$ cat config.mk
export PLATFORM = sky130hd
export DESIGN_NAME = line_cmd_scheduler_flat
export DESIGN_NICKNAME = d
export VERILOG_FILES = /design/src/rtl/gpu_ctrl_pkg.sv /design/src/rtl/line_cmd_scheduler_if.sv /design/src/rtl/rr_arbiter.sv /design/src/rtl/line_cmd_scheduler.sv /design/src/flat_wrapper.sv
export SDC_FILE = /design/constraint.sdc
export NUM_CORES = 1
export LEC_CHECK = 0
export ABC_AREA = 1
export CAP_MARGIN = 20
export CORE_MARGIN = 3
export CORE_UTILIZATION = 45
export CTS_CLUSTER_SIZE = 25
export DETAILED_ROUTE_END_ITERATION = 12
export PLACE_DENSITY = 0.95
export SETUP_SLACK_MARGIN = 0.4
export SLEW_MARGIN = 10
export SYNTH_ARGS = -nofsm -noshare
export SYNTH_HDL_FRONTEND = slang
export SYNTH_HIERARCHICAL = 1
export SYNTH_SLANG_ARGS = --single-unit
$ cat constraint.sdc
create_clock -name clk -period 4.2 [get_ports clk]
set_input_delay 0.63 -clock clk [delete_from_list [all_inputs] [get_ports clk]]
set_output_delay 0.63 -clock clk [all_outputs]
set_load 0.05 [all_outputs]
$ cat src/rtl/gpu_ctrl_pkg.sv
// Shared types and defaults for the line-engine command scheduler.
package gpu_ctrl_pkg;

  localparam int COORD_W_DEF    = 8;
  localparam int CLR_CYCLES_DEF = 2;
  localparam int TIMEOUT_DEF    = 1024;

  typedef enum logic [3:0] {
    S_IDLE,
    S_ISSUE,
    S_WAIT_DONE,
    S_CLR_ASSERT,
    S_CLR_HOLD,
    S_CLR_EXIT,
    S_CLR_SETTLE,
    S_COMPLETE,
    S_HALT
  } sched_state_t;

  typedef struct packed {
    logic                   clear;
    logic [COORD_W_DEF-1:0] x0;
    logic [COORD_W_DEF-1:0] y0;
    logic [COORD_W_DEF-1:0] x1;
    logic [COORD_W_DEF-1:0] y1;
  } line_cmd_t;

endpackage

$ cat src/rtl/line_cmd_scheduler_if.sv
// Requester command bus plus the engine control/endpoint signals.
// master = requesters and engine, slave = scheduler.
interface line_cmd_scheduler_if #(
  parameter int NUM_REQ = 4,
  parameter int COORD_W = 8
);
  logic [NUM_REQ-1:0]           req_valid;
  logic [NUM_REQ-1:0]           req_clear;
  logic [NUM_REQ*4*COORD_W-1:0] req_coord;
  logic [NUM_REQ-1:0]           req_ready;
  logic [COORD_W-1:0]           eng_x0;
  logic [COORD_W-1:0]           eng_y0;
  logic [COORD_W-1:0]           eng_x1;
  logic [COORD_W-1:0]           eng_y1;
  logic                         eng_start;
  logic                         eng_reset_buff;
  logic                         eng_done;

  modport master (
    output req_valid, req_clear, req_coord, eng_done,
    input  req_ready, eng_x0, eng_y0, eng_x1, eng_y1, eng_start, eng_reset_buff
  );

  modport slave (
    input  req_valid, req_clear, req_coord, eng_done,
    output req_ready, eng_x0, eng_y0, eng_x1, eng_y1, eng_start, eng_reset_buff
  );
endinterface

$ cat src/rtl/rr_arbiter.sv
// Combinational round-robin arbiter: first asserted request at or above ptr, with wrap.
module rr_arbiter #(
  parameter int NUM_REQ = 4
) (
  input  logic [NUM_REQ-1:0]         req,
  input  logic [$clog2(NUM_REQ)-1:0] ptr,
  input  logic                       en,
  output logic [NUM_REQ-1:0]         gnt,
  output logic [$clog2(NUM_REQ)-1:0] gnt_idx
);
  localparam int IDX_W = $clog2(NUM_REQ);

  logic [IDX_W:0]   sum;
  logic [IDX_W-1:0] idx;
  logic             found;

  // Walk requesters starting at ptr; the first hit wins.
  always_comb begin
    gnt     = '0;
    gnt_idx = '0;
    found   = 1'b0;
    sum     = '0;
    idx     = '0;
    for (int k = 0; k < NUM_REQ; k++) begin
      sum = {1'b0, ptr} + (IDX_W+1)'(k);
      if (sum >= (IDX_W+1)'(NUM_REQ)) sum = sum - (IDX_W+1)'(NUM_REQ);
      idx = sum[IDX_W-1:0];
      if (en && !found && req[idx]) begin
        found    = 1'b1;
        gnt[idx] = 1'b1;
        gnt_idx  = idx;
      end
    end
  end
endmodule

$ cat src/rtl/line_cmd_scheduler.sv
// Arbitrates draw/clear commands and sequences the shared line engine.
//
// state        | meaning
// IDLE         | accepting commands
// ISSUE        | eng_start pulse for a draw
// WAIT_DONE    | draw running, watchdog counting
// CLR_ASSERT   | eng_reset_buff pulse
// CLR_HOLD     | engine held in clear for CLR_CYCLES
// CLR_EXIT     | eng_start pulse to leave clear state
// CLR_SETTLE   | quiet cycle after exit
// COMPLETE     | cmd_done pulse
// HALT         | watchdog fired, waiting for err_clr
module line_cmd_scheduler
  import gpu_ctrl_pkg::*;
#(
  parameter int NUM_REQ    = 4,
  parameter int COORD_W    = COORD_W_DEF,
  parameter int CLR_CYCLES = CLR_CYCLES_DEF,
  parameter int TIMEOUT    = TIMEOUT_DEF
) (
  input  logic                       clk,
  input  logic                       n_rst,
  line_cmd_scheduler_if.slave        bus,
  input  logic                       err_clr,
  output logic                       busy,
  output logic                       cmd_done,
  output logic [$clog2(NUM_REQ)-1:0] grant_id,
  output logic                       timeout_err
);
  localparam int IDX_W   = $clog2(NUM_REQ);
  localparam int CW4     = 4 * COORD_W;
  localparam int CNT_MAX = (TIMEOUT > CLR_CYCLES) ? TIMEOUT : CLR_CYCLES;
  localparam int CNT_W   = $clog2(CNT_MAX) + 1;

  sched_state_t     state_q, state_d;
  logic [IDX_W-1:0] ptr_q, gnt_idx, gid_q;
  logic [NUM_REQ-1:0] gnt;
  logic             accept, sel_clear, wd_expired, hold_last;
  logic [CW4-1:0]   sel_coord;
  logic [CNT_W-1:0] cnt_q, cnt_d;
  logic [COORD_W-1:0] x0_q, y0_q, x1_q, y1_q;
  logic             start_q, rbuf_q, busy_q, done_q, terr_q;

  rr_arbiter #(.NUM_REQ(NUM_REQ)) u_arb (
    .req     (bus.req_valid),
    .ptr     (ptr_q),
    .en      (state_q == S_IDLE),
    .gnt     (gnt),
    .gnt_idx (gnt_idx)
  );

  assign accept         = |gnt;
  assign bus.req_ready  = gnt;
  assign wd_expired     = (cnt_q == CNT_W'(TIMEOUT - 1));
  assign hold_last      = (cnt_q == CNT_W'(CLR_CYCLES - 1));

  assign bus.eng_x0         = x0_q;
  assign bus.eng_y0         = y0_q;
  assign bus.eng_x1         = x1_q;
  assign bus.eng_y1         = y1_q;
  assign bus.eng_start      = start_q;
  assign bus.eng_reset_buff = rbuf_q;
  assign busy               = busy_q;
  assign cmd_done           = done_q;
  assign grant_id           = gid_q;
  assign timeout_err        = terr_q;

  // Mux the winning requester's payload.
  always_comb begin
    sel_coord = '0;
    sel_clear = 1'b0;
    for (int i = 0; i < NUM_REQ; i++) begin
      if (gnt[i]) begin
        sel_coord = bus.req_coord[i*CW4 +: CW4];
        sel_clear = bus.req_clear[i];
      end
    end
  end

  // Next-state logic; eng_done only matters in WAIT_DONE, where it beats the watchdog.
  always_comb begin
    state_d = state_q;
    case (state_q)
      S_IDLE:       if (accept) state_d = sel_clear ? S_CLR_ASSERT : S_ISSUE;
      S_ISSUE:      state_d = S_WAIT_DONE;
      S_WAIT_DONE: begin
        if (bus.eng_done)    state_d = S_COMPLETE;
        else if (wd_expired) state_d = S_HALT;
      end
      S_CLR_ASSERT: state_d = S_CLR_HOLD;
      S_CLR_HOLD:   if (hold_last) state_d = S_CLR_EXIT;
      S_CLR_EXIT:   state_d = S_CLR_SETTLE;
      S_CLR_SETTLE: state_d = S_COMPLETE;
      S_COMPLETE:   state_d = S_IDLE;
      S_HALT:       if (err_clr) state_d = S_IDLE;
      default:      state_d = S_IDLE;
    endcase
    cnt_d = '0;
    if ((state_d == state_q) && (state_q == S_WAIT_DONE || state_q == S_CLR_HOLD))
      cnt_d = cnt_q + CNT_W'(1);
  end

  // State register and shared watchdog / clear-hold counter.
  always_ff @(posedge clk or negedge n_rst) begin
    if (!n_rst) begin
      state_q <= S_IDLE;
      cnt_q   <= '0;
    end else begin
      state_q <= state_d;
      cnt_q   <= cnt_d;
    end
  end

  // Registered control outputs decoded from the next state so they are glitch-free.
  always_ff @(posedge clk or negedge n_rst) begin
    if (!n_rst) begin
      start_q <= 1'b0;
      rbuf_q  <= 1'b0;
      busy_q  <= 1'b0;
      done_q  <= 1'b0;
      terr_q  <= 1'b0;
    end else begin
      start_q <= (state_d == S_ISSUE) || (state_d == S_CLR_EXIT);
      rbuf_q  <= (state_d == S_CLR_ASSERT);
      busy_q  <= (state_d != S_IDLE);
      done_q  <= (state_d == S_COMPLETE);
      if (state_q == S_WAIT_DONE && state_d == S_HALT)
        terr_q <= 1'b1;
      else if (state_q == S_HALT && err_clr)
        terr_q <= 1'b0;
    end
  end

  // Payload latch, grant id and round-robin pointer update on acceptance.
  always_ff @(posedge clk or negedge n_rst) begin
    if (!n_rst) begin
      x0_q  <= '0;
      y0_q  <= '0;
      x1_q  <= '0;
      y1_q  <= '0;
      gid_q <= '0;
      ptr_q <= '0;
    end else if (accept) begin
      x0_q  <= sel_coord[CW4-1 -: COORD_W];
      y0_q  <= sel_coord[3*COORD_W-1 -: COORD_W];
      x1_q  <= sel_coord[2*COORD_W-1 -: COORD_W];
      y1_q  <= sel_coord[COORD_W-1:0];
      gid_q <= gnt_idx;
      ptr_q <= (gnt_idx == IDX_W'(NUM_REQ - 1)) ? '0 : gnt_idx + IDX_W'(1);
    end
  end
endmodule
$ cat src/flat_wrapper.sv
// flat-port wrapper written by rule: the top's interface ports become plain ports
module line_cmd_scheduler_flat import gpu_ctrl_pkg::*;
#(
  parameter int NUM_REQ    = 4,
  parameter int COORD_W    = COORD_W_DEF,
  parameter int CLR_CYCLES = CLR_CYCLES_DEF,
  parameter int TIMEOUT    = TIMEOUT_DEF
)
  (clk, n_rst, err_clr, busy, cmd_done, grant_id, timeout_err, bus_req_valid, bus_req_clear, bus_req_coord, bus_eng_done, bus_req_ready, bus_eng_x0, bus_eng_y0, bus_eng_x1, bus_eng_y1, bus_eng_start, bus_eng_reset_buff);
  line_cmd_scheduler_if #(.NUM_REQ(NUM_REQ), .COORD_W(COORD_W)) bus_i ();
  input  logic clk;
  input  logic n_rst;
  input  logic err_clr;
  output logic busy;
  output logic cmd_done;
  output logic [$clog2(NUM_REQ)-1:0] grant_id;
  output logic timeout_err;
  input wire logic [$bits(bus_i.req_valid)-1:0] bus_req_valid;
  input wire logic [$bits(bus_i.req_clear)-1:0] bus_req_clear;
  input wire logic [$bits(bus_i.req_coord)-1:0] bus_req_coord;
  input wire logic [$bits(bus_i.eng_done)-1:0] bus_eng_done;
  output wire logic [$bits(bus_i.req_ready)-1:0] bus_req_ready;
  output wire logic [$bits(bus_i.eng_x0)-1:0] bus_eng_x0;
  output wire logic [$bits(bus_i.eng_y0)-1:0] bus_eng_y0;
  output wire logic [$bits(bus_i.eng_x1)-1:0] bus_eng_x1;
  output wire logic [$bits(bus_i.eng_y1)-1:0] bus_eng_y1;
  output wire logic [$bits(bus_i.eng_start)-1:0] bus_eng_start;
  output wire logic [$bits(bus_i.eng_reset_buff)-1:0] bus_eng_reset_buff;
  assign bus_i.req_valid = bus_req_valid;
  assign bus_i.req_clear = bus_req_clear;
  assign bus_i.req_coord = bus_req_coord;
  assign bus_i.eng_done = bus_eng_done;
  assign bus_req_ready = bus_i.req_ready;
  assign bus_eng_x0 = bus_i.eng_x0;
  assign bus_eng_y0 = bus_i.eng_y0;
  assign bus_eng_x1 = bus_i.eng_x1;
  assign bus_eng_y1 = bus_i.eng_y1;
  assign bus_eng_start = bus_i.eng_start;
  assign bus_eng_reset_buff = bus_i.eng_reset_buff;
  line_cmd_scheduler #(.NUM_REQ(NUM_REQ), .COORD_W(COORD_W), .CLR_CYCLES(CLR_CYCLES), .TIMEOUT(TIMEOUT)) u_core (.clk(clk), .n_rst(n_rst), .bus(bus_i), .err_clr(err_clr), .busy(busy), .cmd_done(cmd_done), .grant_id(grant_id), .timeout_err(timeout_err));
endmodule
=== Word level (Yosys, flattened, before mapping) ===
Index checks and enable logic that the tools add are counted.

* Flip-flop bits (word level): 56
* Input port bits: 140
* Output and inout bits: 43
* Logic and storage cells: 126

* Add/subtract/negate cells: 9
* Magnitude comparators: 12
* Eq/ne operators: 16
* Muxes and demuxes: 50
* Bitwise logic cells: 3
* Reductions and logical operators: 23

{| class="wikitable"
|+ Operators with widths
! cell !! number
|-
| $mux W32 || 4
|-
| $mux W4 || 9
|-
| $pmux W4 S8 || 1
|-
| $eq A4 B3 Y1 const B || 5
|-
| $mux W2 || 10
|-
| $mux W1 || 17
|-
| $logic_and A1 B1 Y1 || 14
|-
| $eq A4 B2 Y1 const B || 3
|-
| $lt A2 B3 Y1 const B || 4
|-
| $or A4 B4 Y4 || 3
|-
| $add A11 B1 Y11 const B || 1
|-
| $eq A11 B1 Y1 const B || 1
|-
| $eq A11 B10 Y1 const B || 1
|-
| $mux W11 || 1
|-
| $ge A3 B3 Y1 const B || 3
|-
| $bmux W1 S2 || 4
|-
| $demux W1 S2 || 4
|-
| $eq A4 B1 Y1 const B || 2
|-
| $eq A4 B4 Y1 const B || 2
|-
| $ge A2 B1 Y1 const B || 4
|-
| $sub A2 B1 Y2 const B || 4
|-
| $add A2 B2 Y3 const B || 2
|-
| $eq A4 B4 Y1 || 1
|-
| $logic_not A4 Y1 || 1
|-
| 9 further kinds || 12
|}

=== Longest topological paths before layout ===
Gate-level depths: netlist of the first run.

* Word-level depth: 28
* Mapped depth: 21
* Gate-level depth less buffers: 19

=== Modules after synthesis ===
The synthesis of the first run kept the hierarchy.

{| class="wikitable"
|+ Modules (own cells, without submodules)
! module !! times used !! cells an instance !! area an instance (µm²) !! sequential area each (µm²)
|-
| line_cmd_scheduler || 1 || 451 || 3359.5 || 1401.3
|-
| rr_arbiter || 1 || 81 || 493.0 || 0.0
|}

=== Least setup slack after synthesis of the first run ===
No wires, ideal clock.

* Kind: flip-flop to flip-flop
* Start: register u_core.ptr_q[0]
* End: register u_core.x0_q[1], in the netlist u_core/bus.eng_x0[1]
* Library setup time: 0.087 ns
* Arrival time: 3.025 ns
* Data required time: 4.113 ns
* Slack: 1.088 ns
* Cell stages (with the launch flop): 19
* Path buffers: 4
* Clock period less this slack: 3.112 ns
* Cells stage by stage: dfrtp_1 -> inv_2 -> ha_1 -> inv_1 -> nand3_2 -> nand2_1 -> inv_2 -> nor2_4 -> buf_6 -> nand3_1 -> nand3_1 -> buf_6 -> inv_4 -> nand2_2 -> nor2_4 -> buf_2 -> buf_2 -> nand2_1 -> o211ai_1

* Elaborated cells between the ends (all ways): 68

{| class="wikitable"
|+ RTL lines
! element !! RTL line !! source
|-
| from (decl) || line_cmd_scheduler.sv:36 || <nowiki>logic [IDX_W-1:0] ptr_q, gnt_idx, gid_q;</nowiki>
|-
| from (signal assigned) || line_cmd_scheduler.sv:149 || <nowiki>ptr_q <= (gnt_idx == IDX_W'(NUM_REQ - 1)) ? '0 : gnt_idx + IDX_W'(1);</nowiki>
|-
| parallel branches: the longest is 17 deep, another holds $add A2 B1 Y3 || n/a ||
|-
| $mux W4 * || rr_arbiter.sv:28 || <nowiki>if (en && !found && req[idx]) begin</nowiki>
|-
| net bus_req_ready[2] || flat_wrapper.sv:22 || <nowiki>output wire logic [$bits(bus_i.req_ready)-1:0] bus_req_ready;</nowiki>
|-
| $mux W32 (2 in series) || line_cmd_scheduler.sv:73 || <nowiki>if (gnt[i]) begin</nowiki>
|-
| to (signal assigned) || line_cmd_scheduler.sv:144 || <nowiki>x0_q <= sel_coord[CW4-1 -: COORD_W];</nowiki>
|-
| to (decl) || line_cmd_scheduler.sv:41 || <nowiki>logic [COORD_W-1:0] x0_q, y0_q, x1_q, y1_q;</nowiki>
|}

Mark *: on every way through the listed nets, which the timed path passes. The select of a mux whose other input is x is not followed.
A chain may end at the register's enable or synchronous reset.

=== Final worst setup path of the first run ===
* Start: register u_core.ptr_q[1]
* End: output bus_req_ready[2]

* Longest elaborated chain between the ends: 18
* Elaborated cells between the ends (all ways): 63

{| class="wikitable"
|+ RTL lines
! element !! RTL line
|-
| parallel branches: the longest is 17 deep, another holds $add A2 B1 Y3 || n/a
|-
| $mux W4 * || rr_arbiter.sv:28
|-
| to (decl) || flat_wrapper.sv:22
|}

Mark *: on every way between the ends. The select of a mux whose other input is x is not followed.

==> results of run 1 <==
[state kept, by name (all words and copies together) (netlist names)]
register	flops
u_core/bus.eng_x0	8
u_core/bus.eng_y1	8
u_core/busy	1
u_core/ptr_q	2
u_core/cmd_done	1
u_core/grant_id	2
u_core/timeout_err	1
u_core/bus.eng_reset_buff	1
u_core/bus.eng_start	1
u_core/cnt_q	11
u_core/state_q	4
u_core/bus.eng_y0	8
u_core/bus.eng_x1	8
[through the flow]
stage | setup slack, ns | power (mW) | std cells
2_1_floorplan | 1.09 | 2.92 | 532
3_3_place_gp | 0.701 | 3.67 | 794
3_5_place_dp | 0.580 | 3.77 | 794
4_1_cts | 0.540 | 4.06 | 801
5_1_grt | 0.408 | 4.36 | 801
6_report | 0.554 | 4.07 | 801
[per-layer routing]
metal / wire (um) / up-vias
li1: - / 2101
met1: 4800 / 2032
met2: 6470 / 286
met3: 1190 / 58
met4: 541 / 0
met5: 0 / -
[worst paths after layout]
path,start,endpoint,slack [ns],cells after the start
setup reg to reg,u_core/ptr_q[1]$_DFFE_PN0P_,u_core/cnt_q[3]$_DFF_PN0_,0.73,17
hold / removal,n_rst,u_core/cmd_done$_DFF_PN0_,0.45,2
min in group clk,u_core/cnt_q[0]$_DFF_PN0_,u_core/cnt_q[0]$_DFF_PN0_,0.51,1
setup / recovery,u_core/ptr_q[1]$_DFFE_PN0P_,bus_req_ready[2],0.55,11
hold reg to reg,u_core/cnt_q[0]$_DFF_PN0_,u_core/cnt_q[0]$_DFF_PN0_,0.51,1
max in group asynchronous,n_rst,u_core/ptr_q[0]$_DFFE_PN0P_,3.22,2
[cell usage in the layout, fill, tap and decap left out, types with 10 or more instances in the layout]
master,Yosys,layout
inv_1,33,33
a21oi_1,33,33
nand2_1,150,150
nor2_2,13,13
nor2_1,18,18
nand3_1,68,67
dfrtp_1,56,55
ha_1,10,10
o211ai_1,33,33
o21ai_0,35,35
clkdlybuf4s50_1,0,177
[critical path, cell delays in order, from the launching register on]
cell     delay, ns
dfrtp_1       0.54
inv_1         0.21
ha_1          0.37
inv_1         0.14
nand3_2       0.16
nand2_1       0.11
inv_2         0.05
nor2_4        0.24
nand3_1       0.12
nand3_1       0.18
buf_4         0.42
buf_12        0.20
[layout make-up]
type | count | area (sq um)
Fill cell | 646 | 2460
Multi-Input combinational cell | 401 | 2120
Inverter | 42 | 163
Clock inverter | 1 | 5.00
Timing Repair Buffer | 190 | 1910
Clock buffer | 6 | 72.6
Tap cell | 105 | 131
Sequential cell | 56 | 1400
[timing repair]
| item | 4_1_cts | 5_1_grt |
|---|---|---|
| pin swaps | 0 | 0 |
| gates cloned | 0 | 0 |
| setup endpoints to repair | 1 | 14 |
| resized for setup | 1 | 1 |
[kinds of logic (layout without fill, tap and decap cells)]
kind of cell / count (synthesis) / after routing / share of synthesized area
AND/OR/NAND/NOR: 279 / 279 / 0.340
AO/OA/AOI/OAI: 105 / 105 / 0.161
buffers and inverters: 75 / 239 / 0.0867
flip-flops: 56 / 56 / 0.364
adder cells (fa/ha/maj): 10 / 10 / 0.0325
XOR/XNOR: 7 / 7 / 0.0159
[power groups by stage]
stage | clock network (mW) | logic, mW | registers [mW]
after CTS | 0.295 | 2.84 | 0.927
after floorplan | 0 | 1.45 | 1.48
final | 0.283 | 2.86 | 0.928
after global placement | 0 | 2.75 | 0.918
after global routing | 0.313 | 3.09 | 0.956
after detailed placement | 0 | 2.84 | 0.931
==> reports/metrics.cfg, run 1 <==
[worst_setup_path]
critPathRequiredTime_ns=3.57
cp-end-kind=primary output
path_class=reg2out
arrival_ns=3.02
cp-start-kind=flop
worstPathMaxFanout=35

[final_layout]
drive_gt1_frac=0.0891
insertedDiodeCount=0
final_area_sq_um=5800
layout.nets=846
fin_util=0.703
syn2layout_area_growth_pct=50.6

[sta]
skew_ns=0.0120
tightestPinTransition_ns=0.865
hold_slack_ns=0.455
hold_viol_final=0
rsz0062_at_grt=false
slew_headroom=0.422
setup_tns_ns=0
fin_crit_sh=0.868
drv_slew=0
max_freq_ghz=0.274
layout_min_cycle_time_ns=3.65
setup_viol=0

[logic_synthesis]
synth_area_leaders=dfrtp_1 (36%), nand2_1 (15%), nand3_1 (8.8%)
synth.net_count=682
synth_top_area_frac=0.364
synth_most_common_cell=nand2_1
syn-cell-area_sq_um=3850
synth_cells=532
synth_top_area_cell=dfrtp_1
syn_avg_cell_area_sq_um=7.24
yosysSeqAreaShare=0.364
ys_seq_elements=56
synth_enable_flop_cells=0
ys_async_sr_fraction=1.00
synth_cell_types=34
synth_commonest_cells=nand2_1 (150), nand3_1 (68), dfrtp_1 (56)
synth_warnings=6
synth-main-ff-cell=dfrtp_1

[floorplan]
die_w_um=98.5
row_count=33
die_height_um=98.5
die_area_sq_um=9710
io_pins=183
initial_core_util=0.467
coreArea_sq_um=8260

[placement]
place_hpwl_um=9850
port_buffers=182
place_area_sq_um=5720
gp_congestion=0.924

[clock_tree]
clk_latency_ns=0.31
cts.clk_slew.worst_paths_ns=0.09
cts_buffers=5
cts_tree=built
htreeDepth=2
ctsHoldBuffers=0
cts-root-buf=clkbuf_8
clock_path_buffers=2
cts_sinks=56
cts_setup_buffers=0

[power_and_ir_drop]
p_clk_frac=0.069
switchingPower_mw=2.21
seq_power_share=0.228
p_int_mw=1.87
pwr_density_cell_nw_per_um2=702
swShare=0.542
leakagePower_nw=2.57
power_frac_comb=0.703
vdd_drop_max_mv=0.311

[drt]
route.detailed.drc=0
first_pass_iters=7
viasPerCell=5.59
wire_per_inst_um=16.2
drtAntennaViolNets=0
via_count=4477
wl_um=13000
drt-initial-drc-count=265

[global_routing]
overflow=0
grt.total_usage=0.263
antenna_found_initial=0
grt_use_met2=0.459
use_met1=0.304
grt_pass1_vias=4557
grt_max_degree=57
top_usage_layer=met2
grt_pass1_wl_um=21100
use_met3=0.0665

[flow_run]
drv_cap=0

[run_status]
status=completed

[hold_path]
hold_path_class=in2async

No activity file was read; power rests on OpenSTA's default activity.
==> run 2: changes to the inputs <==
- CORE_UTILIZATION: 45 -> 42
- PLACE_DENSITY: 0.95 -> 0.9
- clock period: 4.2 -> 3.85 ns (I/O delays scaled with it)
==> reports/metrics.cfg, run 2 (same netlist as run 1, synthesis figures left out) <==
[clock_tree]
cts_tree=built  ; unchanged
cts-root-buf=clkbuf_8  ; unchanged
clock_path_buffers=2  ; unchanged
cts_sinks=56  ; unchanged
cts.clk_slew.worst_paths_ns=0.10  ; was 0.09 ns
cts_buffers=5  ; unchanged
htreeDepth=2  ; unchanged
clk_latency_ns=0.31  ; about the same
ctsHoldBuffers=0  ; unchanged

[final_layout]
multi_input_area_sq_um=2120  ; unchanged
syn2layout_area_growth_pct=53.3  ; was 50.6%
layout_common_cells=clkdlybuf4s50_1 (177), nand2_1 (150), nand3_1 (67)  ; unchanged
layout.nets=851  ; was 846
regArea_sq_um=1400  ; about the same
largest_reg_flops=11  ; unchanged
final.fill_count=700  ; was 646
top_register=u_core/cnt_q  ; unchanged
fin_util=0.671  ; was 0.703
insertedDiodeCount=0  ; unchanged
final_common_cell=clkdlybuf4s50_1  ; unchanged
drive_gt1_frac=0.101  ; was 0.0891

[worst_setup_path]
worstPathMaxFanout=35  ; unchanged
critPathRequiredTime_ns=3.27  ; was 3.57 ns
cp-end-kind=primary output  ; unchanged
path_class=reg2out  ; unchanged
arrival_ns=2.68  ; was 3.02 ns
cp-start-kind=flop  ; unchanged

[global_routing]
antenna_found_initial=0  ; unchanged
grt_pass1_vias=4414  ; was 4557
use_met3=0.0482  ; was 0.0665
top_usage_layer=met2  ; unchanged
grt_pass1_wl_um=20500  ; was 21100 um
use_met1=0.308  ; was 0.304
grt_use_met2=0.433  ; was 0.459
grt.total_usage=0.248  ; was 0.263
overflow=0  ; unchanged
grt_max_degree=45  ; was 57

[floorplan]
die_w_um=102  ; was 98.5 um
row_count=34  ; was 33
initial_core_util=0.437  ; was 0.467
die_area_sq_um=10400  ; was 9710 sq um
io_pins=183  ; unchanged
die_height_um=102  ; was 98.5 um
coreArea_sq_um=8810  ; was 8260 sq um

[sta]
slew_headroom=0.624  ; was 0.422
drv_slew=0  ; unchanged
fin_crit_sh=0.845
setup_viol=0  ; unchanged
tightestPinTransition_ns=0.563  ; was 0.865 ns
layout_min_cycle_time_ns=3.25
rsz0062_at_grt=false  ; unchanged
skew_ns=0.00987  ; was 0.0120 ns
max_freq_ghz=0.307
setup_tns_ns=0  ; unchanged
hold_viol_final=0  ; unchanged

[drt]
drtAntennaViolNets=0  ; unchanged
viasPerCell=5.39  ; was 5.59
via_count=4366  ; was 4477
wl_um=13100  ; was 13000 um
first_pass_iters=5  ; was 7
drt-initial-drc-count=277  ; was 265
route.detailed.drc=0  ; unchanged
wire_per_inst_um=16.2  ; about the same

[power_and_ir_drop]
pwr_density_cell_nw_per_um2=779  ; was 702 nW/um^2
leakagePower_nw=2.61  ; was 2.57 nW
vdd_drop_max_mv=0.363  ; was 0.311 mV

[flow_run]
drv_cap=0  ; unchanged

[placement]
port_buffers=182  ; unchanged
place_hpwl_um=9800  ; was 9850 um
gp_congestion=0.933  ; was 0.924

[run_status]
status=completed  ; unchanged

[hold_path]
hold_path_class=in2async  ; unchanged

[run 2: routing by layer]
metal,up-vias,part of all wire
li1,2112,-
met1,2004,0.39
met2,219,0.51
met3,31,0.074
met4,0,0.024
met5,-,0
[run 2: final timing paths]
check	depth (start not counted)	from	slack, ns	to
min in group clk	2	u_core/grant_id[0]$_DFFE_PN0P_	0.50	u_core/grant_id[0]$_DFFE_PN0P_
setup / recovery	11	u_core/ptr_q[0]$_DFFE_PN0P_	0.60	bus_req_ready[2]
max in group asynchronous	2	n_rst	2.76	u_core/cnt_q[2]$_DFF_PN0_
hold / removal	1	n_rst	0.25	u_core/bus.eng_x0[0]$_DFFE_PN0P_
hold reg to reg	2	u_core/grant_id[0]$_DFFE_PN0P_	0.50	u_core/grant_id[0]$_DFFE_PN0P_
setup reg to reg	18	u_core/ptr_q[0]$_DFFE_PN0P_	0.70	u_core/cnt_q[10]$_DFF_PN0_
[run 2: through the flow]
step	hold WS (ns)	setup slack, ns	cells	cell area [sq um]	power, mW
floorplan	0.282	0.738	532	3850	3.19
global placement	0.472	0.727	798	5730	4.03
detailed placement	0.465	0.576	798	5730	4.12
CTS	0.270	0.420	806	5850	4.53
global route	0.286	0.409	810	5910	4.93
finish	0.250	0.595	810	5910	4.60
[run 2: area by class of cell]
| cell class | instances | share of cell area |
|---|---|---|
| Timing Repair Buffer | 195 | 0.334 |
| Multi-Input combinational cell | 401 | 0.359 |
| Sequential cell | 56 | 0.238 |
| Tap cell | 108 | 0.0229 |
| Inverter | 42 | 0.0275 |
| Clock inverter | 2 | 0.00593 |
| Clock buffer | 6 | 0.0123 |
[run 2: report_power, final]
group	total, mW	switching, mW	internal (mW)
clock network	0.387	0.193	0.194
registers	0.994	0.161	0.833
logic	3.22	2.08	1.15
[run 2: critical path, cell delays in order, from the launching register on]
cell and delay (ns):
dfrtp_2 0.46, inv_2 0.17, ha_1 0.30, inv_1 0.14, nand3_2 0.15, nand2_1 0.10, inv_2 0.04, nor2_4 0.23
nand3_1 0.13, nand3_1 0.24, buf_12 0.23, buf_12 0.16
[run 2: repair_timing]
action,CTS,global route
gates resized for setup,3,8
endpoints found under the setup margin,3,15
buffers inserted,0,4
cloned,0,0
